<file path="src/rtl/fifo_burst_reader.sv">
// Read-side master for the team FIFO: pops exactly `length` words per burst and
// presents them on a valid/ready stream through a 2-entry skid buffer.
module fifo_burst_reader #(
  parameter int unsigned SIZE  = 16,
  parameter int unsigned DEPTH = 4,
  parameter int unsigned LEN_W = 8
) (
  input  logic             clk,
  input  logic             reset,
  input  logic             start,
  input  logic [LEN_W-1:0] length,
  output logic             busy,
  output logic             done,
  input  logic             fifo_empty,
  input  logic [SIZE-1:0]  fifo_data,
  output logic             fifo_read_update,
  output logic             out_valid,
  input  logic             out_ready,
  output logic [SIZE-1:0]  out_data,
  output logic             out_last
);

  if (DEPTH == 0) begin : g_depth_chk
    $error("fifo_burst_reader: DEPTH must be nonzero");
  end

  typedef enum logic [1:0] {IDLE, READ, DRAIN} state_t;

  state_t                     state;
  state_t                     state_nxt;
  logic                       done_nxt;
  logic [LEN_W-1:0]           remaining;
  logic [1:0][SIZE-1:0]       buf_data;
  logic [1:0]                 buf_last;
  logic                       wr_ptr;
  logic                       rd_ptr;
  logic [1:0]                 occ;
  logic                       pop_c;
  logic                       xfer_c;
  logic                       load_c;

  // Pop only while words are still owed and the buffer has a free slot.
  assign pop_c  = (state == READ) && !fifo_empty && (remaining != '0) && (occ != 2'd2);
  assign xfer_c = out_valid && out_ready;
  assign load_c = (state == IDLE) && start && (length != '0);

  assign fifo_read_update = pop_c;
  assign busy             = (state != IDLE);
  assign out_valid        = (occ != 2'd0);
  assign out_data         = buf_data[rd_ptr];
  assign out_last         = buf_last[rd_ptr];

  always_ff @(posedge clk or negedge reset) begin
    if (!reset) begin
      state <= IDLE;
      done  <= 1'b0;
    end else begin
      state <= state_nxt;
      done  <= done_nxt;
    end
  end

  always_comb begin
    state_nxt = state;
    done_nxt  = 1'b0;
    unique case (state)
      IDLE: begin
        if (start) begin
          if (length != '0) state_nxt = READ;
          else              done_nxt  = 1'b1;
        end
      end
      READ: begin
        if (pop_c && (remaining == LEN_W'(1))) state_nxt = DRAIN;
      end
      DRAIN: begin
        // The last-tagged word can only be at the head once popping has finished.
        if (xfer_c && out_last) begin
          state_nxt = IDLE;
          done_nxt  = 1'b1;
        end
      end
      default: state_nxt = IDLE;
    endcase
  end

  // Burst counter and output buffer.
  always_ff @(posedge clk or negedge reset) begin
    if (!reset) begin
      remaining <= '0;
      buf_data  <= '0;
      buf_last  <= '0;
      wr_ptr    <= 1'b0;
      rd_ptr    <= 1'b0;
      occ       <= 2'd0;
    end else begin
      if (load_c)     remaining <= length;
      else if (pop_c) remaining <= remaining - LEN_W'(1);

      if (pop_c) begin
        buf_data[wr_ptr] <= fifo_data;
        buf_last[wr_ptr] <= (remaining == LEN_W'(1));
        wr_ptr           <= ~wr_ptr;
      end

      if (xfer_c) rd_ptr <= ~rd_ptr;

      unique case ({pop_c, xfer_c})
        2'b10:   occ <= occ + 2'd1;
        2'b01:   occ <= occ - 2'd1;
        default: occ <= occ;
      endcase
    end
  end

endmodule

</file>
<file path="config.mk">
export PLATFORM = sky130hd
export DESIGN_NAME = fifo_burst_reader
export DESIGN_NICKNAME = d
export VERILOG_FILES = /design/src/rtl/fifo_burst_reader.sv
export SDC_FILE = /design/constraint.sdc
export NUM_CORES = 1
export LEC_CHECK = 0
export BUFFER_PORTS_ARGS = -buffer_cell sky130_fd_sc_hd__clkbuf_2
export CORE_MARGIN = 2
export CORE_UTILIZATION = 35
export DETAILED_ROUTE_END_ITERATION = 8
export MAX_ROUTING_LAYER = met4
export RECOVER_POWER = 50
export SYNTH_ARGS = -nofsm -noshare
export SYNTH_HDL_FRONTEND = slang
export SYNTH_SLANG_ARGS = --single-unit
</file>
<file path="constraint.sdc">
create_clock -name clk -period 2.9 [get_ports clk]
set_clock_uncertainty 0.05 [all_clocks]
set_input_delay 0.58 -clock clk [delete_from_list [all_inputs] [get_ports clk]]
set_output_delay 0.58 -clock clk [all_outputs]
set_load 0.02 [all_outputs]
</file>
After elaboration in Yosys (flattened, before gate mapping)

Cells that the tools add are included.

Flip-flop bits (word level): 49

Add/sub/neg operators: 3
$lt $le $gt $ge: 3
Equal/unequal tests: 10
Mux-type cells: 22
Bitwise logic cells: 2
Reduce and logical (&&, ||, !) cells: 18

Operator list:

| cell                  | count |
|---|---|
| $mux W16              | 3 |
| $bwmux W32            | 1 |
| $demux W16 S1         | 1 |
| $mux W8               | 2 |
| $reduce_bool A8 Y1    | 2 |
| $logic_and A1 B1 Y1   | 9 |
| $eq A8 B1 Y1 const B  | 1 |
| $mux W2               | 4 |
| $reduce_bool A2 Y1    | 4 |
| $sub A8 B1 Y8 const B | 1 |
| $mux W1               | 6 |
| $ne A2 B2 Y1 const B  | 3 |
| $pmux W2 S3           | 1 |
| $eq A2 B1 Y1 const B  | 2 |
| $eq A2 B2 Y1 const B  | 2 |
| $lt A1 B2 Y1 const B  | 2 |
| $ne A2 B1 Y1 const B  | 2 |
| $pmux W2 S2           | 1 |
| $reduce_and A4 Y1     | 1 |
| $add A2 B1 Y2 const B | 1 |
| $bwmux W2             | 1 |
| $logic_not A2 Y1      | 1 |
| $not A1 Y1            | 2 |
| $pmux W1 S2           | 1 |
| other kinds (4)       | 4 |

Logic depth before layout (Yosys ltp)

Gate-level depths: netlist of run 1.

Word-level depth: 7
Mapped depth: 10
Gate-level depth less buffers: 8

Least setup slack after synthesis of run 1

OpenSTA, ideal clock, no wires.

Path kind: register to output
Start point: register remaining[0]
End point: output port fifo_read_update
Arrival: 1.761 ns
Path slack: 0.509 ns
Cell stages (with the launch flop): 8
Cell sequence: dfrtp_1 -> inv_1 -> ha_1 -> or3b_1 -> buf_2 -> o211ai_4 -> buf_2 -> inv_1

Longest elaborated chain between the ends: 3

RTL lines:

| item                             | RTL line | text |
|---|---|---|
| start: declaration               | 32       | `logic [LEN_W-1:0] remaining;` |
| start signal: assignment         | 97       | `if (load_c) remaining <= length;` |
| start signal: assignment         | 98       | `else if (pop_c) remaining <= remaining - LEN_W'(1);` |
| $reduce_bool A8 Y1               | 43       | `assign pop_c = (state == READ) && !fifo_empty && (remaining != '0) && (occ != 2'd2);` |
| $logic_and A1 B1 Y1 (2 in a row) | 43       |  |
| end: declaration                 | 16       | `output logic fifo_read_update,` |

No other way between the ends.

Worst setup path after layout of run 1

Ends and elaborated chain as after synthesis.

==> results.json, run 1 <==
{
  "status": "complete, no violations",
  "grt_pass1_vias": 1577,
  "clkLatencyLatePin_ns": 0.30,
  "end_kind": "output port",
  "die_width_microns": 87.2,
  "syn_avg_cell_area_sq_um": 13.4,
  "r2r_slack_ns": 0.44,
  "drt_iter0_drc": 66,
  "grt_pass1_wl_microns": 7870,
  "grt_setup_unrepaired": "false",
  "required_ns": 2.27,
  "cts_post_setup_buffers_inserted": 0,
  "core-area_sq_mm": 0.00676,
  "ys_ff_latch": 49,
  "synth_fp_nets": 213,
  "drt-pass1-iter-count": 4,
  "period_needed_ns": 2.73,
  "min_period_over_period_pct": 94.0,
  "clkSinkCount": 49,
  "vias": 1595,
  "postCtsHoldBufs": 0,
  "nets": 268,
  "postRouteAntennaNets": 0,
  "worstMarginPinSlew_ns": 1.17,
  "antenna_cells": 0,
  "cell_internal_pwr_mw": 2.01,
  "timing.final.ws_setup_ns": 0.173,
  "ys_seq_area_share_pct": 50.7,
  "wl_per_cell_microns": 15.0,
  "fill_cells": 634,
  "rows": 30,
  "dp_cells": 309,
  "swShare_pct": 38.9,
  "grt_start_max_net_pins": 36,
  "post_synth_num_cell_types": 45,
  "gp_congestion": 0.878,
  "maxSlewHeadroom_pct": 21.0,
  "p_switching_mw": 1.28,
  "final-hold-violation-count": 0,
  "cap_violations": 0,
  "finalNonFillerCells": 317,
  "die-area_sq_mm": 0.00760,
  "power.total_mw": 3.30,
  "arrival_ns": 2.10,
  "finalSetupViolCount": 0,
  "yosys_warnings": 0,
  "initial_core_util_pct": 35.8,
  "design_area_sq_mm": 0.00284,
  "cts_tree": "done",
  "hold_path.class": "input pin to asynchronous set/reset pin",
  "cts_resized": 0,
  "power_density_mw_per_mm2": 1160,
  "cts-root-buf": "clkbuf_8",
  "track_usage_pct": 13.8,
  "routed_via_density": 5.03,
  "num_io_pins": 50,
  "critical_path_peak_fanout": 7,
  "postSynthCellCount": 181,
  "whs_ns": 0.298,
  "cts_buffers": 5,
  "synth_ff_type": "dfrtp_1",
  "die_h_microns": 87.2,
  "seq_power_share_pct": 37.6,
  "irDropWorstVdd_mv": 0.464,
  "multi_input_area_sq_mm": 0.00112,
  "antenna_found_initial": 0,
  "syn2layout_area_growth_pct": 17.4,
  "max_freq_mhz": 367,
  "combPwrFrac_pct": 50.1,
  "post_dp_cell_area_sq_mm": 0.00276,
  "tns_ns": 0,
  "synth_edf_count": 0,
  "drive_gt1_share_pct": 48.9,
  "finalWirelength_microns": 4740,
  "ff_latch_area_sq_mm": 0.00123,
  "worstSetupStartpointType": "register",
  "netlist_area_sq_mm": 0.00242,
  "utilization_pct": 42.0,
  "clk_pin_slew_ns": 0.09,
  "hpwl_microns": 3440,
  "leakagePower_nw": 1.26,
  "clockBufferDepth": 2,
  "grt-ovfl-total": 0,
  "drc": 0,
  "synthArstFlopShare_pct": 100,
  "pre_cts_ws_ns": 0.460,
  "critical_path_class": "register to output port",
  "clockPowerShare_pct": 12.3,
  "ctsHtreeMaxLevel": 2,
  "slew_viol_final": 0,
  "io_buffers": 49
}
cell usage after synthesis, types with 2 or more instances:
cell type / n / area [sq um]
dfrtp_1: 49 / 1230
mux2_2: 39 / 439
mux2_4: 10 / 150
nand2_1: 9 / 33.8
inv_1: 7 / 26.3
o21ai_0: 5 / 25.0
xnor2_1: 4 / 35.0
ha_1: 3 / 37.5
nor4_1: 3 / 18.8
o211ai_1: 3 / 22.5
or2_2: 3 / 18.8
a31oi_1: 2 / 12.5
and2_1: 2 / 12.5
buf_2: 2 / 10.0
buf_6: 2 / 22.5
clkbuf_1: 2 / 7.51
nand2b_1: 2 / 12.5
nand3_1: 2 / 10.0
nor2_1: 2 / 7.51
nor2b_1: 2 / 12.5
nor3_1: 2 / 10.0
o311ai_0: 2 / 17.5
or4_1: 2 / 15.0
power groups by stage:
stage               registers [mW]  logic (mW)  clock network [mW]
global placement              1.25        1.65                   0
floorplan                     1.18        1.32                   0
global route                  1.29        1.80               0.461
finish                        1.24        1.65               0.404
CTS                           1.24        1.68               0.428
detailed placement            1.25        1.68                   0
cells by family (layout without fill, tap and decap cells):
family / after synthesis / in the layout / synth area share, %
muxes: 49 / 49 / 24.4
AOI/OAI and AO/OA: 25 / 25 / 8.95
and+or+nand+nor: 37 / 37 / 9.93
adders and majority gates: 3 / 3 / 1.55
DFF: 49 / 49 / 50.7
buffers and inverters: 13 / 69 / 2.74
xor gates and xnor gates: 5 / 5 / 1.81
registers in the layout, summed over array words and instances (netlist names):
| signal | flops |
|---|---|
| buf_data | 32 |
| remaining | 8 |
| buf_last | 2 |
| occ | 2 |
| state | 2 |
| done | 1 |
| rd_ptr | 1 |
| wr_ptr | 1 |
cell usage in the layout, fill, tap and decap left out, drive strengths merged, types with 2 or more instances in the layout:
cell	synthesis	final
clkbuf	2	55
dfrtp	49	49
mux2	49	49
nand2	9	9
inv	7	7
o21ai	6	6
xnor2	4	4
buf	4	4
o211ai	4	4
or2	3	3
nor4	3	3
ha	3	3
or4	3	3
nor2	3	3
clkinv	0	3
nand2b	2	2
nor2b	2	2
and2	2	2
nor3	2	2
o311ai	2	2
nand3	2	2
a31oi	2	2
nor3b	2	2
cell type report:
| cell class | count | share of cell area (%) |
|---|---|---|
| Inverter | 7 | 0.925 |
| Clock buffer | 5 | 2.42 |
| Tap cell | 80 | 3.52 |
| Clock inverter | 3 | 0.793 |
| Sequential cell | 49 | 43.2 |
| Multi-Input combinational cell | 119 | 39.6 |
| Timing Repair Buffer | 54 | 9.60 |
metal layers:
layer / up-vias / track usage (%) / wire (microns)
met5: - / - / 0
met4: 0 / 4.90 / 68
met3: 6 / 3.32 / 177
met2: 36 / 19.5 / 2210
met1: 772 / 19.5 / 2290
li1: 781 / - / -
critical path, cell delays in order (launching register included):
cell and delay [ns]:
dfrtp_1 0.41, inv_1 0.10, ha_1 0.20, or3b_1 0.53
o211ai_4 0.31, inv_1 0.08, clkbuf_2 0.16
path summary, 6_finish.rpt:
| path | startpoint | to | depth (start not counted) |
|---|---|---|---|
| min reg2reg | buf_last[1] | buf_last[1] | 2 |
| max | remaining[0] | fifo_read_update | 6 |
| min | reset | remaining[3] | 1 |
| min in group clk | buf_last[1] | buf_last[1] | 2 |
| max in group asynchronous | reset | buf_data[8] | 2 |
| max reg2reg | remaining[0] | occ[1] | 8 |
Power figures use the tool's default switching activity.
==> run 2: changes to the inputs <==
--- a/config.mk
+++ b/config.mk
@@ -7,9 +7,10 @@
 export LEC_CHECK = 0
 export BUFFER_PORTS_ARGS = -buffer_cell sky130_fd_sc_hd__clkbuf_2
 export CORE_MARGIN = 2
-export CORE_UTILIZATION = 35
+export CORE_UTILIZATION = 47
 export DETAILED_ROUTE_END_ITERATION = 8
 export MAX_ROUTING_LAYER = met4
+export PLACE_DENSITY = 0.7
 export RECOVER_POWER = 50
 export SYNTH_ARGS = -nofsm -noshare
 export SYNTH_HDL_FRONTEND = slang
==> run 2 against run 1 <==
  * Highest routed layer unchanged
  * Largest power group unchanged
  * Sequential cell count did not move
  * Sequential power is essentially flat
  * Clock power is essentially flat
  * The run now ends with capacitance limit, slew limit left
  * Setup slack improved by 0.035 ns
  * Critical path depth did not move
  * Die area is 24% lower
  * First-iteration DRC count rose by 4.5%
==> results.json, run 2 (same netlist as run 1, synthesis figures left out) <==
{
  "required_ns": 2.27,
  "wl_per_cell_microns": 15.2,
  "die-area_sq_mm": 0.00574,
  "grt_pass1_wl_microns": 7820,
  "clk_pin_slew_ns": 0.09,
  "drive_gt1_share_pct": 49.2,
  "grt-ovfl-total": 0,
  "worstSetupStartpointType": "register",
  "final-hold-violation-count": 0,
  "drt-pass1-iter-count": 4,
  "cpMostUsedCell": "inv_1",
  "end_kind": "output port",
  "whs_ns": 0.437,
  "postCtsHoldBufs": 0,
  "violations": "capacitance limit, slew limit",
  "die_width_microns": 75.8,
  "grt_pass1_vias": 1638,
  "critical_path_peak_fanout": 7,
  "period_needed_ns": 2.69,
  "drc": 0,
  "io_buffers": 49,
  "critical_path_class": "register to output port",
  "status": "finished, violations left",
  "vias": 1639,
  "die_h_microns": 75.8,
  "tns_ns": 0,
  "grt_start_max_net_pins": 30,
  "rows": 26,
  "maxSlewHeadroom_pct": -2.64,
  "antenna_cells": 0,
  "cap_violations": 1,
  "min_period_over_period_pct": 92.8,
  "critPathTopFamily": "simple AND/OR/NAND/NOR gates",
  "cts_resized": 0,
  "most-common-layout-cells": "49 x dfrtp_1, 44 x clkbuf_2, 39 x mux2_2, 10 x mux2_4",
  "largest_register": "buf_data",
  "antenna_found_initial": 0,
  "routed_via_density": 5.25,
  "max_freq_mhz": 371,
  "cts_buffers": 5,
  "finalWirelength_microns": 4750,
  "gp_congestion": 0.868,
  "clkLatencyLatePin_ns": 0.30,
  "clkSinkCount": 49,
  "num_io_pins": 50,
  "cp_num_buf_inv": 3,
  "layout_commonest_cell": "dfrtp_1",
  "largest_reg_flops": 32,
  "leakagePower_nw": 1.28,
  "slew_viol_final": 30,
  "track_usage_pct": 19.1,
  "worstMarginPinSlew_ns": 1.54,
  "ctsHtreeMaxLevel": 2,
  "crit_chain": "inv_1, ha_1, or3b_1, o211ai_4, inv_1, clkbuf_2",
  "syn2layout_area_growth_pct": 18.4,
  "cts_tree": "done",
  "irDropWorstVdd_mv": 0.552,
  "crit_path_max_incr_delay_ns": 0.52,
  "finalSetupViolCount": 0,
  "clockBufferDepth": 2,
  "core-area_sq_mm": 0.00504,
  "nets": 274,
  "fill_cells": 432,
  "hold_path.class": "register to register",
  "drt_iter0_drc": 69,
  "power_density_mw_per_mm2": 1160,
  "cp_slowest_cell": "or3b_1",
  "grt_setup_unrepaired": "false",
  "reg.largest.list": "buf_data x32, remaining x8",
  "arrival_ns": 2.06,
  "hpwl_microns": 3410,
  "cts-root-buf": "clkbuf_8",
  "initial_core_util_pct": 48.0,
  "postRouteAntennaNets": 0
}
run 2: cell types whose count changed in the layout (fill, tap and decap cells not counted):
cell / change
clkinv_4: -2
buf_4: +5
clkbuf_1: +2
clkbuf_8: +1
clkinv_2: -1
run 2: final timing paths:
kind                                   start               end  slack, ns  cells past startpoint
worst min-delay path             buf_last[1]       buf_last[1]       0.44                      2
min in group asynchronous              reset      buf_data[30]       0.60                      1
worst max register to register  remaining[0]       buf_data[7]       0.44                      8
max in group asynchronous              reset      buf_data[27]       1.01                      2
worst min register to register   buf_last[1]       buf_last[1]       0.44                      2
worst max-delay path            remaining[0]  fifo_read_update       0.21                      6
run 2: area by class of cell:
type	count	area, sq um	area share, %
inverter	7	26.3	0.917
clock buffer	7	86.3	3.01
tap	70	87.6	3.06
sequential	49	1230	42.8
timing repair buffer	60	314	11.0
multi-input combinational	119	1120	39.2
run 2: power breakdown:
part	internal, mW	total [mW]	switching (mW)
clock	0.190	0.403	0.214
combinational	0.861	1.70	0.839
sequential	1.01	1.23	0.219
total	2.06	3.34	1.27
run 2: worst min-delay path, cell delays in order, from the launching register on:
cell and delay [ns]:
dfrtp_1 0.34, nand2_1 0.04, o21ai_0 0.06
run 2: metal layers:
| layer | share of wire, % | track usage (%) |
|---|---|---|
| met5 | 0 | - |
| met4 | 0.80 | 7.41 |
| met3 | 6.2 | 5.29 |
| met2 | 47 | 28.9 |
| met1 | 46 | 24.5 |
run 2: metrics by stage:
stage	power [mW]	instance area [sq um]	setup slack (ns)	instances	utilization [%]
floorplan	2.50	2420	0.509	181	-
global placement	2.89	2770	0.481	301	54.8
detailed placement	2.93	2770	0.426	301	54.8
CTS	3.34	2850	0.0930	308	56.6
global route	3.57	2860	0.0901	312	56.8
finish	3.34	2860	0.208	312	56.8
run 2: repair_timing:
item	in CTS	in global routing
setup buffers	0	4
endpoints found under the setup margin	0	1
hold endpoints to repair	0	0
